**src/rtl/wb_arbiter.sv**
```systemverilog
// rtl/wb_arbiter.sv - writeback arbiter owning the register-file write port
//
// Purpose: merges ALU results (buffered in a DEPTH-entry FIFO) and LSU load
// results into one registered register-file write per cycle, and keeps a
// per-register pending scoreboard so decode can stall on RAW/WAW hazards.
//
// Ports:
//   clk, rst                    clock, synchronous active-low reset
//   alu_valid/alu_ready         ALU result handshake (FIFO push)
//   alu_rd, alu_data            ALU destination register and result
//   lsu_valid/lsu_ready         LSU result handshake (accepted this cycle)
//   lsu_rd, lsu_data            load destination register and data
//   iss_valid, iss_rd           issued instruction with a destination
//   q_rs1, q_rs2, q_rd, stall   decode hazard query and its answer
//   wen, rd, result             registered register-file write

module wb_arbiter #(
  parameter int XLEN  = 32,
  parameter int DEPTH = 2,
  parameter int NREG  = 32
) (
  input  logic            clk,
  input  logic            rst,
  input  logic            alu_valid,
  output logic            alu_ready,
  input  logic [4:0]      alu_rd,
  input  logic [XLEN-1:0] alu_data,
  input  logic            lsu_valid,
  output logic            lsu_ready,
  input  logic [4:0]      lsu_rd,
  input  logic [XLEN-1:0] lsu_data,
  input  logic            iss_valid,
  input  logic [4:0]      iss_rd,
  input  logic [4:0]      q_rs1,
  input  logic [4:0]      q_rs2,
  input  logic [4:0]      q_rd,
  output logic            stall,
  output logic            wen,
  output logic [4:0]      rd,
  output logic [XLEN-1:0] result
);

  localparam int AW = $clog2(DEPTH);
  localparam int CW = $clog2(DEPTH) + 1;
  localparam logic [CW-1:0] FULL_CNT = CW'(DEPTH);

  logic [4:0]      fifo_rd   [DEPTH];
  logic [XLEN-1:0] fifo_data [DEPTH];
  logic [AW-1:0]   wptr, rptr;
  logic [CW-1:0]   count;
  logic [NREG-1:0] pend, pend_next;

  logic            full, nonempty, push, pop, win, win_wr;
  logic [4:0]      win_rd;
  logic [XLEN-1:0] win_data;

  assign full     = (count == FULL_CNT);
  assign nonempty = (count != '0);

  // Ready is derived from the pre-pop count, so a full FIFO never takes a
  // push even in the cycle it pops.
  assign alu_ready = rst && !full;
  assign push      = alu_valid && alu_ready;

  // A full FIFO outranks the LSU so ALU results cannot be starved forever.
  always_comb begin
    lsu_ready = 1'b0;
    pop       = 1'b0;
    win       = 1'b0;
    win_rd    = '0;
    win_data  = '0;
    if (rst) begin
      if (full) begin
        pop      = 1'b1;
        win      = 1'b1;
        win_rd   = fifo_rd[rptr];
        win_data = fifo_data[rptr];
      end else begin
        lsu_ready = 1'b1;
        if (lsu_valid) begin
          win      = 1'b1;
          win_rd   = lsu_rd;
          win_data = lsu_data;
        end else if (nonempty) begin
          pop      = 1'b1;
          win      = 1'b1;
          win_rd   = fifo_rd[rptr];
          win_data = fifo_data[rptr];
        end
      end
    end
  end

  // Writes to x0 are consumed but never reach the register file.
  assign win_wr = win && (win_rd != 5'd0);

  // Clear on the write, then set, so a same-edge re-issue stays pending.
  always_comb begin
    pend_next = pend;
    if (win_wr) begin
      pend_next[win_rd] = 1'b0;
    end
    if (iss_valid && (iss_rd != 5'd0)) begin
      pend_next[iss_rd] = 1'b1;
    end
    pend_next[0] = 1'b0;
  end

  assign stall = ((q_rs1 != 5'd0) && pend[q_rs1]) |
                 ((q_rs2 != 5'd0) && pend[q_rs2]) |
                 ((q_rd  != 5'd0) && pend[q_rd]);

  always_ff @(posedge clk) begin
    if (push) begin
      fifo_rd[wptr]   <= alu_rd;
      fifo_data[wptr] <= alu_data;
    end
  end

  always_ff @(posedge clk) begin
    if (!rst) begin
      wen    <= 1'b0;
      rd     <= '0;
      result <= '0;
      wptr   <= '0;
      rptr   <= '0;
      count  <= '0;
      pend   <= '0;
    end else begin
      wen <= win_wr;
      if (win_wr) begin
        rd     <= win_rd;
        result <= win_data;
      end
      if (push) begin
        wptr <= wptr + 1'b1;
      end
      if (pop) begin
        rptr <= rptr + 1'b1;
      end
      case ({push, pop})
        2'b10:   count <= count + 1'b1;
        2'b01:   count <= count - 1'b1;
        default: count <= count;
      endcase
      pend <= pend_next;
    end
  end

endmodule
```
**config.mk**
```make
export PLATFORM = sky130hd
export DESIGN_NAME = wb_arbiter
export DESIGN_NICKNAME = d
export VERILOG_FILES = /design/src/rtl/wb_arbiter.sv
export SDC_FILE = /design/constraint.sdc
export NUM_CORES = 1
export LEC_CHECK = 0
export ABC_CLOCK_PERIOD_IN_PS = 5400
export CAP_MARGIN = 25
export CORE_ASPECT_RATIO = 2
export CORE_MARGIN = 5
export CORE_UTILIZATION = 56
export DETAILED_ROUTE_END_ITERATION = 16
export MAX_ROUTING_LAYER = met4
export PLACE_DENSITY = 0.85
export RECOVER_POWER = 100
export SLEW_MARGIN = 30
export SYNTH_ARGS = -nofsm -noshare
export SYNTH_HDL_FRONTEND = slang
export SYNTH_SLANG_ARGS = --single-unit
```
**constraint.sdc**
```tcl
create_clock -name clk -period 5.4 [get_ports clk]
set_input_delay 1.08 -clock clk [delete_from_list [all_inputs] [get_ports clk]]
set_output_delay 1.08 -clock clk [all_outputs]
set_load 0.02 [all_outputs]
```
# After elaboration in Yosys (flattened, before gate mapping)
# Memory sizes are Yosys's and may differ from the RTL's. A register that Yosys moved wholly into a read port is not among the register bits.
# Index checks and enable logic that the tools add are counted.
[word_totals]
ff_bits = 74
mem_bits_rw = 74
in_bits = 99
memories = 2
[memory_table]
columns = ["memory", "words", "word_bits", "read_ports", "rd_ports_with_merged_regs", "wr", "line", "source"]
rows = [
  ["fifo_data", 2, 32, 1, 1, 1, "48", "logic [XLEN-1:0] fifo_data [DEPTH];"],
  ["fifo_rd", 2, 5, 1, 1, 1, "47", "logic [4:0] fifo_rd [DEPTH];"],
]
[op_classes]
add_sub_neg = 4
magnitude_cmp = 7
n_eq_ne = 3
muxes = 35
bitwise = 5
n_reduce_logical = 17
[ops]
columns = ["cell", "n"]
rows = [
  ["$mux 32", 5],
  ["$and 32x32->32", 1],
  ["$not 32->32", 1],
  ["$or 32x32->32", 1],
  ["$lt 5x6->1 const B", 5],
  ["$reduce_bool 5->1", 5],
  ["$mux 1", 20],
  ["$mux 5", 4],
  ["$bmux 1 s5", 3],
  ["$demux 1 s5", 2],
  ["$ge 5x1->1 const B", 2],
  ["$logic_and 1x1->1", 9],
  ["$eq 2x2->1 const B", 2],
  ["$pmux 2 s2", 1],
  ["$reduce_bool 2->1", 2],
  ["$add 1x1->1 const B", 2],
  ["$add 2x1->2 const B", 1],
  ["$eq 2x1->1 const B", 1],
  ["$or 1x1->1", 2],
  ["$sub 2x1->2 const B", 1],
  ["$logic_not 1->1", 1],
]

# Depth between registers and ports, before layout
[depth]
depth_word = 14
mapped_depth = 9
ltp_nobuf = 7

# Worst setup path after synthesis
# OpenSTA, ideal clock, no wires.
[synth_timing]
kind = "input port to output port"
start = "in q_rd[0]"
end = "out stall"
arrival_time_ns = 2.801
required_time_ns = 4.320
path_slack_ns = 1.519
path_stages = 5
path_cell_list = "clkbuf_1 mux4_2 mux4_2 o21ai_0 nand3_1"
[synth_via]
elab_chain_cells = 4
word_cells_on_any_way = 5
cone_classes = "2 x mux; 1 x bitwise; 2 x reduce/logical"
[synth_rtl]
columns = ["item", "line", "source"]
rows = [
  ["start, declared", "36", "input logic [4:0] q_rd,"],
  ["$bmux 1 s5", "111", "((q_rd != 5'd0) && pend[q_rd]);"],
  ["$mux 1 (implied by the code)", "111", ""],
  ["$logic_and 1x1->1 (*)", "111", ""],
  ["$or 1x1->1 (*)", "110", "((q_rs2 != 5'd0) && pend[q_rs2]) |"],
  ["end, declared", "37", "output logic stall,"],
]
# Mark *: on every way between the ends. The rest lies on a longest branch, timed or not. The select of a mux whose other input is x is not followed.

# Worst setup path in the final report
# Ends and elaborated chain as after synthesis.

==> results.md <==
* Status: finished with violations
* Failing checks: max-capacitance violations, max-slew violations
* # hold bufs at CTS at 0
* Top Ports at 140
* Syn Inst Count at approximately 670
* Met3 GRT Util at 0.0586
* Clock Sinks at approximately 150
* CTS tree: yes
* Met2 GRT Util at 0.546
* Hold endpoint: rd[3]$_SDFFE_PN0N_
* Syn nets at 768
* DR iter-0 viols at between 300 and 400
* Pwr/cell area at between 400 and 500 nW/um2
* GR peak layer: met2
* Initial antenna violation count at 2
* Nets at ~880
* Final Hold Viols at 0
* Ys flop type: edfxtp_1
* Hold WS at about 450 ps
* Vias in the first global route at around 6.4k
* Synth Register Bits at 148
* Met1 global-route usage at 0.263
* DP Wirelength at roughly 16,000 um
* Non-filler cells, final at 951
* Slew Limit Fails at 128
* Fraction of layout cells with a size suffix above 1 at 0.0816
* Crit Path Class: in2out
* Avg Inst Size Synth at about 11 um2
* Cell area after synthesis at between 7000 and 8000 um2
* CTS clk-pin slew, worst paths at roughly 60 ps
* Clock root buffer: clkbuf_16
* Worst slew pin tran at 2000 ps
* Inst Count DP at approximately 920
* Critical path launch point type: input port
* Clock tree buffer depth at 2
* Maximum fanout along the worst path at 7
* Hold Crit Start: rd[3]$_SDFFE_PN0N_
* Peak VDD IR at between 300 and 400 uV
* Top-count cell post-synth: nand2_1
* Async SR Flop Fraction at 0
* Pre-antenna DRT Iters at 5
* Final Skew at ~17 ps
* DR vias at slightly above 6k
* Hold depth at 2
* Post-cts resize count at 0
* R2R Setup Slk at a little under 600 ps
* Die height at ~170 um
* DR DRC count at 0
* Min-Delay Path Class: reg2reg
* RSZ-0062 raised after global routing: no
* Crit Reg-Reg Endpoint: rd[2]$_SDFFE_PN0N_
* Worst skew pair latency at between 400 and 500 ps
* Top post-synthesis cells by area: edfxtp_1 30%, dfxtp_1 20%, mux2i_1 10%
* Wire per inst at between 20 and 25 um
* Largest net degree at the start of global routing at 75
* Post-Route WL at roughly 22,000 um
* Slew margin rel. at -0.333
* Sequential area share after synthesis at 0.507
* Total CTS buffers at 17
* Critical Path RT at 4320 ps
* Post-synth EDFFs at between 70 and 80
* Final GP Congestion at roughly 0.90
* Setup TNS at 0 ps
* Tmin final at 4920 ps
* Die area at around 16,000 um2
* Post-synth top area share at 0.304
* Port bufs at between 100 and 150
* GRT Total Usage at 0.292
* Die width at around 91 um
* CTS H-tree lvls at 4
* Initial Util at 0.565
* CP Data Arrival Time at between 3000 and 4000 ps
* Area growth from synthesis to layout at 26.7%
* Core area at around 13,000 um2
* Synth cell types at 54
* Fillcell total at between 900 and 1k
* Yosys Warn Count at 0
* Antenna Violating Nets Remaining at 0
* Endpoints failing setup at 0
* Commonest cells in the netlist: 108 x nand2_1, 76 x mux2i_1, 74 x dfxtp_1, 74 x edfxtp_1, 38 x o21ai_0
* Leakage at around 3.3 nW
* Max Cap Viol at 3
* Final Power at roughly 0.0039 W
* Row cnt at 59
* Grt ovf at 0
* Cell accounting for the most synthesized area: edfxtp_1
* Tcrit/Tclk final at 0.910
* Cell count of the worst reg-to-reg path at 8
* Post-CTS Repair Setup Buffers at 0
* Vias per std cell at 6.51
* First-pass GRT wire length at 33,900 um
* Top achievable clock speed at 203 MHz
* Worst setup EP type: output port
## power breakdown
group	internal, W	leakage [nW]	switching (W)
Sequential	0.00135	1.29	0.000131
Combinational	0.000511	1.76	0.000729
Clock	0.000681	0.268	0.000457
## stage by stage
| step | utilization | setup WS (ps) | area, um2 |
|---|---|---|---|
| 3_3_place_gp | 0.673 | 571 | 8690 |
| 2_1_floorplan | - | 1520 | 7300 |
| 6_report | 0.716 | 484 | 9250 |
| 5_1_grt | 0.716 | 324 | 9250 |
| 3_5_place_dp | 0.675 | 548 | 8720 |
| 4_1_cts | 0.719 | 541 | 9290 |
## worst max-delay path, stage by stage
cell,delay [ps]
dlygate4sd3_1,890
mux4_2,590
mux4_2,500
o21ai_0,150
nand3_1,80
clkdlybuf4s50_1,540
## layout make-up
| class | count | area [um2] | share of cell area |
|---|---|---|---|
| Timing Repair Buffer | 148 | 1440 | 0.156 |
| Sequential cell | 148 | 3700 | 0.401 |
| Tap cell | 152 | 190 | 0.0206 |
| Antenna cell | 2 | 5.00 | 0.000541 |
| Inverter | 3 | 11.3 | 0.00122 |
| Clock buffer | 20 | 437 | 0.0472 |
| Multi-Input combinational cell | 466 | 3330 | 0.360 |
| Clock inverter | 12 | 131 | 0.0142 |
## layout by cell type, fill, tap and decap left out, types with 3 or more instances in the layout
master	n
o21ai_0	41
buf_4	4
or3_1	6
a21boi_0	29
o311ai_0	3
o31ai_1	23
edfxtp_1	74
mux2i_1	76
mux4_2	21
clkinvlp_4	3
nor3b_1	7
and2_1	5
dfxtp_1	74
nand2_1	108
inv_1	3
clkdlybuf4s50_1	59
o2111ai_1	3
and3_1	8
nor2_1	9
o22ai_1	33
nand3_1	12
dlygate4sd3_1	78
clkbuf_16	17
o41ai_1	8
clkbuf_1	7
nor3_1	4
a21oi_1	35
## registers in the layout, summed over array words and instances (netlist names), named ones only
signal / cells
fifo_data: 64
result: 32
pend: 31
fifo_rd: 10
rd: 5
count: 2
rptr: 1
wen: 1
wptr: 1
## how the worst max path moves through the flow
stage / startpoint / end / slack [ps] / depth (start not counted)
after floorplan: q_rd[0] / stall / 1520 / 5
after global placement: q_rd[0] / stall / 570 / 6
after detailed placement: q_rd[0] / stall / 550 / 6
after CTS: q_rd[0] / stall / 540 / 6
after global routing: register / rd[2]$_SDFFE_PN0N_ / 320 / 8
final: q_rd[0] / stall / 480 / 6
## kinds of logic (layout without fill, tap and decap cells)
kind of cell / after synthesis / count (layout) / synth area share
AO/OA/AOI/OAI: 187 / 187 / 0.166
AND/OR/NAND/NOR: 176 / 176 / 0.115
flip-flops: 148 / 148 / 0.507
multiplexers: 99 / 99 / 0.172
buffers and inverters: 54 / 183 / 0.0345
XOR/XNOR: 3 / 3 / 0.00360
adder cells (fa/ha/maj): 1 / 1 / 0.00171
other: 0 / 2 / 0
## per-layer routing
layer  wire length [um]  share of wire  vias to the layer above
met5                  0              0                        -
met4               1490          0.067                        0
met3               1240          0.055                       94
met2              12800           0.57                      317
met1               6820           0.31                     3003
li1                   -              -                     2780
No activity file was read; power rests on OpenSTA's default activity.
